### config.mk
export PLATFORM = sky130hd
export DESIGN_NAME = apb_cmd_master_flat
export DESIGN_NICKNAME = d
export VERILOG_FILES = /design/src/rtl/apb_cmd_master_if.sv /design/src/rtl/apb_cmd_master.sv /design/src/flat_wrapper.sv
export SDC_FILE = /design/constraint.sdc
export NUM_CORES = 1
export LEC_CHECK = 0
export BUFFER_PORTS_ARGS = -buffer_cell sky130_fd_sc_hd__clkbuf_2
export CELL_PAD_IN_SITES_DETAIL_PLACEMENT = 1
export CELL_PAD_IN_SITES_GLOBAL_PLACEMENT = 1
export CORE_AREA = 8 8 110 112
export DETAILED_ROUTE_END_ITERATION = 8
export DIE_AREA = 0 0 118 120
export PLACE_DENSITY_LB_ADDON = 0.1
export SYNTH_ARGS = -nofsm -noshare
export SYNTH_HDL_FRONTEND = slang
export SYNTH_SLANG_ARGS = --single-unit
### constraint.sdc
create_clock -name PCLK -period 3.5 [get_ports PCLK]
set_input_delay 0.525 -clock PCLK [delete_from_list [all_inputs] [get_ports PCLK]]
set_output_delay 0.525 -clock PCLK [all_outputs]
set_load 0.02 [all_outputs]
### src/rtl/apb_cmd_master_if.sv
// Command/response and APB bus bundle for apb_cmd_master.
// master = the requester block, slave = the side that drives commands and models the completer.
interface apb_cmd_master_if #(
    parameter int ADDR_W = 6,
    parameter int DATA_W = 32
);
    logic              cmd_valid;
    logic              cmd_ready;
    logic              cmd_write;
    logic [ADDR_W-1:0] cmd_addr;
    logic [DATA_W-1:0] cmd_wdata;
    logic              rsp_valid;
    logic              rsp_ready;
    logic [DATA_W-1:0] rsp_rdata;
    logic              rsp_err;
    logic              rsp_timeout;
    logic              PSEL;
    logic              PENABLE;
    logic              PWRITE;
    logic [ADDR_W-1:0] PADDR;
    logic [DATA_W-1:0] PWDATA;
    logic [DATA_W-1:0] PRDATA;
    logic              PREADY;
    logic              PSLVERR;
    logic              busy;

    modport master (
        input  cmd_valid, cmd_write, cmd_addr, cmd_wdata, rsp_ready,
        input  PRDATA, PREADY, PSLVERR,
        output cmd_ready, rsp_valid, rsp_rdata, rsp_err, rsp_timeout,
        output PSEL, PENABLE, PWRITE, PADDR, PWDATA, busy
    );

    modport slave (
        output cmd_valid, cmd_write, cmd_addr, cmd_wdata, rsp_ready,
        output PRDATA, PREADY, PSLVERR,
        input  cmd_ready, rsp_valid, rsp_rdata, rsp_err, rsp_timeout,
        input  PSEL, PENABLE, PWRITE, PADDR, PWDATA, busy
    );
endinterface

### src/rtl/apb_cmd_master.sv
// Single-outstanding APB requester: takes one command, runs SETUP/ACCESS with an
// optional wait-state timeout, and holds the response until it is consumed.
module apb_cmd_master #(
    parameter int ADDR_W  = 6,
    parameter int DATA_W  = 32,
    parameter int TIMEOUT = 16
) (
    input logic               PCLK,
    input logic               PRESET,
    apb_cmd_master_if.master  bus
);
    // Counter only has to reach TIMEOUT; with the timeout disabled it may wrap freely.
    localparam int CW = (TIMEOUT > 0) ? $clog2(TIMEOUT + 1) : 1;
    localparam logic [CW-1:0] TO_VAL = CW'(TIMEOUT);

    typedef enum logic [1:0] {IDLE, SETUP, ACCESS, RESP} state_e;

    state_e            state_q, state_d;
    logic              write_q, write_d;
    logic [ADDR_W-1:0] addr_q, addr_d;
    logic [DATA_W-1:0] wdata_q, wdata_d;
    logic [DATA_W-1:0] rdata_q, rdata_d;
    logic              err_q, err_d;
    logic              tmo_q, tmo_d;
    logic [CW-1:0]     wait_q, wait_d;
    logic [CW-1:0]     wait_inc;

    assign wait_inc = wait_q + CW'(1);

    always_comb begin
        state_d = state_q;
        write_d = write_q;
        addr_d  = addr_q;
        wdata_d = wdata_q;
        rdata_d = rdata_q;
        err_d   = err_q;
        tmo_d   = tmo_q;
        wait_d  = wait_q;
        case (state_q)
            IDLE: begin
                if (bus.cmd_valid) begin
                    write_d = bus.cmd_write;
                    addr_d  = bus.cmd_addr;
                    wdata_d = bus.cmd_write ? bus.cmd_wdata : '0;
                    state_d = SETUP;
                end
            end
            SETUP: begin
                wait_d  = '0;
                state_d = ACCESS;
            end
            ACCESS: begin
                if (bus.PREADY) begin
                    rdata_d = write_q ? '0 : bus.PRDATA;
                    err_d   = bus.PSLVERR;
                    tmo_d   = 1'b0;
                    state_d = RESP;
                end else if ((TIMEOUT > 0) && (wait_inc == TO_VAL)) begin
                    rdata_d = '0;
                    err_d   = 1'b1;
                    tmo_d   = 1'b1;
                    state_d = RESP;
                end else begin
                    wait_d = wait_inc;
                end
            end
            RESP: begin
                if (bus.rsp_ready) state_d = IDLE;
            end
            default: state_d = IDLE;
        endcase
    end

    always_ff @(posedge PCLK) begin
        if (PRESET) begin
            state_q <= IDLE;
            write_q <= 1'b0;
            addr_q  <= '0;
            wdata_q <= '0;
            rdata_q <= '0;
            err_q   <= 1'b0;
            tmo_q   <= 1'b0;
            wait_q  <= '0;
        end else begin
            state_q <= state_d;
            write_q <= write_d;
            addr_q  <= addr_d;
            wdata_q <= wdata_d;
            rdata_q <= rdata_d;
            err_q   <= err_d;
            tmo_q   <= tmo_d;
            wait_q  <= wait_d;
        end
    end

    assign bus.cmd_ready   = (state_q == IDLE);
    assign bus.busy        = (state_q != IDLE);
    assign bus.PSEL        = (state_q == SETUP) || (state_q == ACCESS);
    assign bus.PENABLE     = (state_q == ACCESS);
    assign bus.PWRITE      = write_q;
    assign bus.PADDR       = addr_q;
    assign bus.PWDATA      = wdata_q;
    assign bus.rsp_valid   = (state_q == RESP);
    assign bus.rsp_rdata   = rdata_q;
    assign bus.rsp_err     = err_q;
    assign bus.rsp_timeout = tmo_q;
endmodule

### src/flat_wrapper.sv
// flat-port wrapper written by rule: the top's interface ports become plain ports
module apb_cmd_master_flat 
#(
    parameter int ADDR_W  = 6,
    parameter int DATA_W  = 32,
    parameter int TIMEOUT = 16
)
  (PCLK, PRESET, bus_cmd_valid, bus_cmd_write, bus_cmd_addr, bus_cmd_wdata, bus_rsp_ready, bus_PRDATA, bus_PREADY, bus_PSLVERR, bus_cmd_ready, bus_rsp_valid, bus_rsp_rdata, bus_rsp_err, bus_rsp_timeout, bus_PSEL, bus_PENABLE, bus_PWRITE, bus_PADDR, bus_PWDATA, bus_busy);
  apb_cmd_master_if #(.ADDR_W(ADDR_W), .DATA_W(DATA_W)) bus_i ();
  input logic PCLK;
  input logic PRESET;
  input wire logic [$bits(bus_i.cmd_valid)-1:0] bus_cmd_valid;
  input wire logic [$bits(bus_i.cmd_write)-1:0] bus_cmd_write;
  input wire logic [$bits(bus_i.cmd_addr)-1:0] bus_cmd_addr;
  input wire logic [$bits(bus_i.cmd_wdata)-1:0] bus_cmd_wdata;
  input wire logic [$bits(bus_i.rsp_ready)-1:0] bus_rsp_ready;
  input wire logic [$bits(bus_i.PRDATA)-1:0] bus_PRDATA;
  input wire logic [$bits(bus_i.PREADY)-1:0] bus_PREADY;
  input wire logic [$bits(bus_i.PSLVERR)-1:0] bus_PSLVERR;
  output wire logic [$bits(bus_i.cmd_ready)-1:0] bus_cmd_ready;
  output wire logic [$bits(bus_i.rsp_valid)-1:0] bus_rsp_valid;
  output wire logic [$bits(bus_i.rsp_rdata)-1:0] bus_rsp_rdata;
  output wire logic [$bits(bus_i.rsp_err)-1:0] bus_rsp_err;
  output wire logic [$bits(bus_i.rsp_timeout)-1:0] bus_rsp_timeout;
  output wire logic [$bits(bus_i.PSEL)-1:0] bus_PSEL;
  output wire logic [$bits(bus_i.PENABLE)-1:0] bus_PENABLE;
  output wire logic [$bits(bus_i.PWRITE)-1:0] bus_PWRITE;
  output wire logic [$bits(bus_i.PADDR)-1:0] bus_PADDR;
  output wire logic [$bits(bus_i.PWDATA)-1:0] bus_PWDATA;
  output wire logic [$bits(bus_i.busy)-1:0] bus_busy;
  assign bus_i.cmd_valid = bus_cmd_valid;
  assign bus_i.cmd_write = bus_cmd_write;
  assign bus_i.cmd_addr = bus_cmd_addr;
  assign bus_i.cmd_wdata = bus_cmd_wdata;
  assign bus_i.rsp_ready = bus_rsp_ready;
  assign bus_i.PRDATA = bus_PRDATA;
  assign bus_i.PREADY = bus_PREADY;
  assign bus_i.PSLVERR = bus_PSLVERR;
  assign bus_cmd_ready = bus_i.cmd_ready;
  assign bus_rsp_valid = bus_i.rsp_valid;
  assign bus_rsp_rdata = bus_i.rsp_rdata;
  assign bus_rsp_err = bus_i.rsp_err;
  assign bus_rsp_timeout = bus_i.rsp_timeout;
  assign bus_PSEL = bus_i.PSEL;
  assign bus_PENABLE = bus_i.PENABLE;
  assign bus_PWRITE = bus_i.PWRITE;
  assign bus_PADDR = bus_i.PADDR;
  assign bus_PWDATA = bus_i.PWDATA;
  assign bus_busy = bus_i.busy;
  apb_cmd_master #(.ADDR_W(ADDR_W), .DATA_W(DATA_W), .TIMEOUT(TIMEOUT)) u_core (.PCLK(PCLK), .PRESET(PRESET), .bus(bus_i));
endmodule
==> impl_metrics.prom <==
# TYPE chip_impl_metric gauge
chip_impl_metric{name="final_report_max_slew_violation_count",unit=""} 0
chip_impl_metric{name="antennaDiodeCount",unit=""} 0
chip_impl_metric{name="grt_util_met1",unit=""} 0.206
chip_impl_info{name="root_buffer",value="sky130_fd_sc_hd__clkbuf_8"} 1
chip_impl_metric{name="synth_top_area_frac",unit=""} 0.417
chip_impl_metric{name="max-clock-path-buffers",unit=""} 2
chip_impl_metric{name="place.detailed.instances",unit=""} 693
chip_impl_metric{name="flop2flop_setup_slack",unit="ns"} 1.48
chip_impl_metric{name="postSynthRegisterBits",unit=""} 80
chip_impl_info{name="crit-reg2reg-launch",value="u_core.state_q[0]"} 1
chip_impl_info{name="worstHoldStart",value="bus_cmd_addr[5]"} 1
chip_impl_metric{name="worstPathRequired",unit="ns"} 2.97
chip_impl_info{name="critical_path.startpoint_type",value="flop"} 1
chip_impl_metric{name="ant_nets",unit=""} 0
chip_impl_metric{name="fp.coreArea",unit="sq um"} 10500
chip_impl_metric{name="drt_wirelength",unit="microns"} 11700
chip_impl_info{name="worst_setup_path_end_kind",value="primary output"} 1
chip_impl_metric{name="post_synth_num_cell_types",unit=""} 38
chip_impl_metric{name="worst_ep_arrival_time",unit="ns"} 1.90
chip_impl_metric{name="num_vias",unit=""} 3629
chip_impl_metric{name="drive_gt1_frac",unit=""} 0.429
chip_impl_metric{name="firstDrtPassIters",unit=""} 4
chip_impl_metric{name="postCtsResizedCells",unit=""} 0
chip_impl_info{name="timing_worst_setup_path_type",value="reg -> out"} 1
chip_impl_metric{name="period_needed",unit="ns"} 2.43
chip_impl_metric{name="globalRoute.totalOverflow",unit=""} 0
chip_impl_metric{name="synth.avg_cell_area",unit="sq um"} 8.92
chip_impl_metric{name="fin_crit_sh",unit=""} 0.693
chip_impl_metric{name="finalWeightedCongestion",unit=""} 0.749
chip_impl_metric{name="fin_tns_setup",unit="ns"} 0
chip_impl_metric{name="postSynthNetCount",unit=""} 512
chip_impl_metric{name="post-cts-setup-buffer-count",unit=""} 0
chip_impl_metric{name="max_clock_freq",unit="MHz"} 412
chip_impl_metric{name="power.density_cell_area",unit="nW/um^2"} 610
chip_impl_info{name="unrepaired_setup_endpoints_after_global_routing",value="false"} 1
chip_impl_metric{name="netSwitchingPower",unit="W"} 0.00119
chip_impl_metric{name="timing.slew.headroom",unit=""} 0.511
chip_impl_metric{name="buffer_ports.inserted",unit=""} 154
chip_impl_metric{name="hold_bufs_inserted_after_cts",unit=""} 0
chip_impl_metric{name="max-cap-violations",unit=""} 0
chip_impl_metric{name="global_route_wire_length_before_repair",unit="microns"} 19200
chip_impl_metric{name="chipHeight",unit="microns"} 120
chip_impl_metric{name="initial_core_util",unit=""} 0.366
chip_impl_metric{name="p_int",unit="W"} 0.00173
chip_impl_metric{name="final_setup_violation_count",unit=""} 0
chip_impl_metric{name="layout.cell_area.non_filler",unit="sq um"} 4780
chip_impl_metric{name="clock_share_of_power",unit=""} 0.202
chip_impl_info{name="yosys-top-cells-area",value="sky130_fd_sc_hd__dfxtp_1, sky130_fd_sc_hd__o211ai_2, sky130_fd_sc_hd__a21oi_2"} 1
chip_impl_metric{name="synth.yosys.warnings",unit=""} 0
chip_impl_metric{name="grt_util_met3",unit=""} 0.0399
chip_impl_metric{name="ys_seq_area_frac",unit=""} 0.417
chip_impl_metric{name="route.detailed.vias_per_inst",unit=""} 5.13
chip_impl_metric{name="finalClockSkew",unit="ns"} 0.00867
chip_impl_metric{name="worstMarginPinSlew",unit="ns"} 0.734
chip_impl_metric{name="clk_transition_reported_paths",unit="ns"} 0.08
chip_impl_metric{name="clock_insertion_delay_worst_skew",unit="ns"} 0.35
chip_impl_metric{name="clock_tree.htree_level_count",unit=""} 3
chip_impl_metric{name="core.rowCount",unit=""} 38
chip_impl_metric{name="standard_cell_area_after_detailed_placement",unit="sq um"} 4620
chip_impl_metric{name="grt_max_degree",unit=""} 52
chip_impl_metric{name="netSwitchingFraction",unit=""} 0.408
chip_impl_metric{name="worstPathMaxFanout",unit=""} 28
chip_impl_metric{name="routedWlPerCell",unit="microns"} 16.6
chip_impl_info{name="synth_largest_area_cell",value="sky130_fd_sc_hd__dfxtp_1"} 1
chip_impl_metric{name="comb_power_share",unit=""} 0.402
chip_impl_metric{name="cts_inserted_buffers",unit=""} 9
chip_impl_metric{name="antenna_found_initial",unit=""} 0
chip_impl_metric{name="seq_power_share",unit=""} 0.396
chip_impl_metric{name="cell_count_final_fillers_out",unit=""} 707
chip_impl_metric{name="floorplan.die_area",unit="sq um"} 14200
chip_impl_metric{name="layout-area-overhead-vs-synth",unit="%"} 24.3
chip_impl_metric{name="clock_sinks",unit=""} 80
chip_impl_info{name="outcome",value="finished, final reports clean"} 1
chip_impl_metric{name="remaining_drc_errors",unit=""} 0
chip_impl_metric{name="globalRouteTotalUtil",unit=""} 0.163
chip_impl_metric{name="power.static_leakage",unit="nW"} 2.04
chip_impl_metric{name="vdd_drop_max",unit="V"} 0.000202
chip_impl_metric{name="io-pin-count",unit=""} 155
chip_impl_metric{name="synthesis.area",unit="sq um"} 3840
chip_impl_info{name="cts_tree",value="built"} 1
chip_impl_metric{name="grt.met2_usage",unit=""} 0.264
chip_impl_metric{name="via_count_of_the_first_global_routing_pass",unit=""} 3795
chip_impl_info{name="setup.worst_path.start",value="u_core.state_q[0]"} 1
chip_impl_metric{name="syn-instance-count",unit=""} 431
chip_impl_metric{name="fp.dieW",unit="microns"} 118
chip_impl_metric{name="hpwl",unit="microns"} 8220
chip_impl_metric{name="final_hold_viol_count",unit=""} 0
chip_impl_info{name="highest_utilization_routing_layer_at_the_global_route_stage",value="met2"} 1
chip_impl_info{name="hold_path.class",value="in -> reg"} 1
chip_impl_metric{name="layout.nets",unit=""} 645
chip_impl_metric{name="drtIter0Drc",unit=""} 197
## critical path, stage by stage (launching register included)
cell and delay, ns:
sky130_fd_sc_hd__dfxtp_1 0.33, sky130_fd_sc_hd__inv_1 0.09, sky130_fd_sc_hd__ha_2 0.53, sky130_fd_sc_hd__buf_4 0.36, sky130_fd_sc_hd__clkbuf_2 0.23
## power groups by stage
| stage | combinational (W) | sequential (W) | clock, W |
|---|---|---|---|
| 6_report | 0.00117 | 0.00116 | 0.000588 |
| 5_1_grt | 0.00129 | 0.00117 | 0.000643 |
| 4_1_cts | 0.00120 | 0.00116 | 0.000615 |
| 3_5_place_dp | 0.00119 | 0.00118 | 0 |
| 3_3_place_gp | 0.00117 | 0.00117 | 0 |
| 2_1_floorplan | 0.000695 | 0.00131 | 0 |
## stage by stage
stage | utilization | setup slack, ns | power, W | hold slack [ns]
floorplan | - | 1.88 | 0.00201 | 0.469
global placement | 0.440 | 1.49 | 0.00234 | 0.437
detailed placement | 0.440 | 1.45 | 0.00237 | 0.444
CTS | 0.455 | 1.05 | 0.00297 | 0.377
global route | 0.455 | 0.950 | 0.00311 | 0.389
finish | 0.455 | 1.07 | 0.00292 | 0.392
## path summary, 6_finish.rpt
kind,end,cells past startpoint
worst max-delay path,bus_PENABLE,4
worst min-delay path,u_core.bus.PADDR[5],3
worst max register to register,u_core.wait_q[3],7
worst min register to register,u_core.bus.PWDATA[11],2
## routing by layer
metal  up-vias  routed length [microns]
met5         -                        0
met4         0                      137
met3         9                      638
met2       100                     5490
met1      1714                     5460
li1       1806                        -
## synth_stat cells (all sizes together)
| master | n |
|---|---|
| nand2 | 53 |
| a21bo | 2 |
| dfxtp | 80 |
| buf | 23 |
| a211oi | 1 |
| o211ai | 33 |
| nand2b | 5 |
| nor2 | 9 |
| nand3 | 35 |
| or3 | 1 |
| mux2i | 1 |
| nand3b | 1 |
| inv | 5 |
| nor3 | 2 |
| a22oi | 1 |
| and2 | 3 |
| nand4 | 1 |
| o2111ai | 2 |
| o21ai | 1 |
| a21oi | 75 |
| ha | 4 |
| a311oi | 1 |
| a31oi | 36 |
| or4b | 1 |
| o21a | 2 |
| clkbuf | 19 |
| o31a | 1 |
| nor2b | 33 |
## cells by family (layout without fill, tap and decap cells)
logic type                 count (synthesis)  count (layout)  share of synthesized area
buffers and inverters                     47             183                     0.0697
adders and majority gates                  4               4                     0.0130
and+or+nand+nor                          144             144                      0.185
DFF                                       80              80                      0.417
muxes                                      1               1                    0.00260
AOI/OAI and AO/OA                        155             155                      0.313
## area by class of cell
| cell class | instances | area (sq um) |
|---|---|---|
| clock buffer | 13 | 149 |
| multi-input combinational | 304 | 1980 |
| fill | 1284 | 5730 |
| tap | 140 | 175 |
| clock inverter | 1 | 5.00 |
| sequential | 80 | 1600 |
| timing repair buffer | 164 | 848 |
| inverter | 5 | 18.8 |
## cell usage in the layout, fill, tap and decap left out, types with 2 or more instances in the layout
master | netlist | routed
sky130_fd_sc_hd__o211ai_1 | 4 | 4
sky130_fd_sc_hd__nand3_1 | 35 | 35
sky130_fd_sc_hd__nor3_1 | 2 | 2
sky130_fd_sc_hd__a31oi_1 | 36 | 36
sky130_fd_sc_hd__ha_1 | 4 | 3
sky130_fd_sc_hd__clkbuf_1 | 19 | 3
sky130_fd_sc_hd__o211ai_2 | 29 | 29
sky130_fd_sc_hd__o21a_1 | 2 | 2
sky130_fd_sc_hd__a21oi_2 | 29 | 29
sky130_fd_sc_hd__a21bo_2 | 2 | 2
sky130_fd_sc_hd__a21oi_1 | 46 | 46
sky130_fd_sc_hd__nand2b_1 | 5 | 5
sky130_fd_sc_hd__clkbuf_8 | 0 | 10
sky130_fd_sc_hd__o2111ai_1 | 2 | 2
sky130_fd_sc_hd__buf_4 | 5 | 11
sky130_fd_sc_hd__nor2b_1 | 32 | 32
sky130_fd_sc_hd__nor2_1 | 8 | 8
sky130_fd_sc_hd__clkbuf_2 | 0 | 153
sky130_fd_sc_hd__nand2_1 | 53 | 52
sky130_fd_sc_hd__and2_1 | 2 | 2
sky130_fd_sc_hd__inv_1 | 4 | 4
sky130_fd_sc_hd__dfxtp_1 | 80 | 80
## state kept, by name (all words and copies together), names as in the netlist
name	cells
u_core.state_q	2
u_core.bus.PADDR	6
u_core.bus.PWDATA	32
u_core.bus.rsp_rdata	32
u_core.bus.rsp_err	1
u_core.bus.rsp_timeout	1
u_core.bus.PWRITE	1
u_core.wait_q	5
Power figures use the tool's default switching activity.
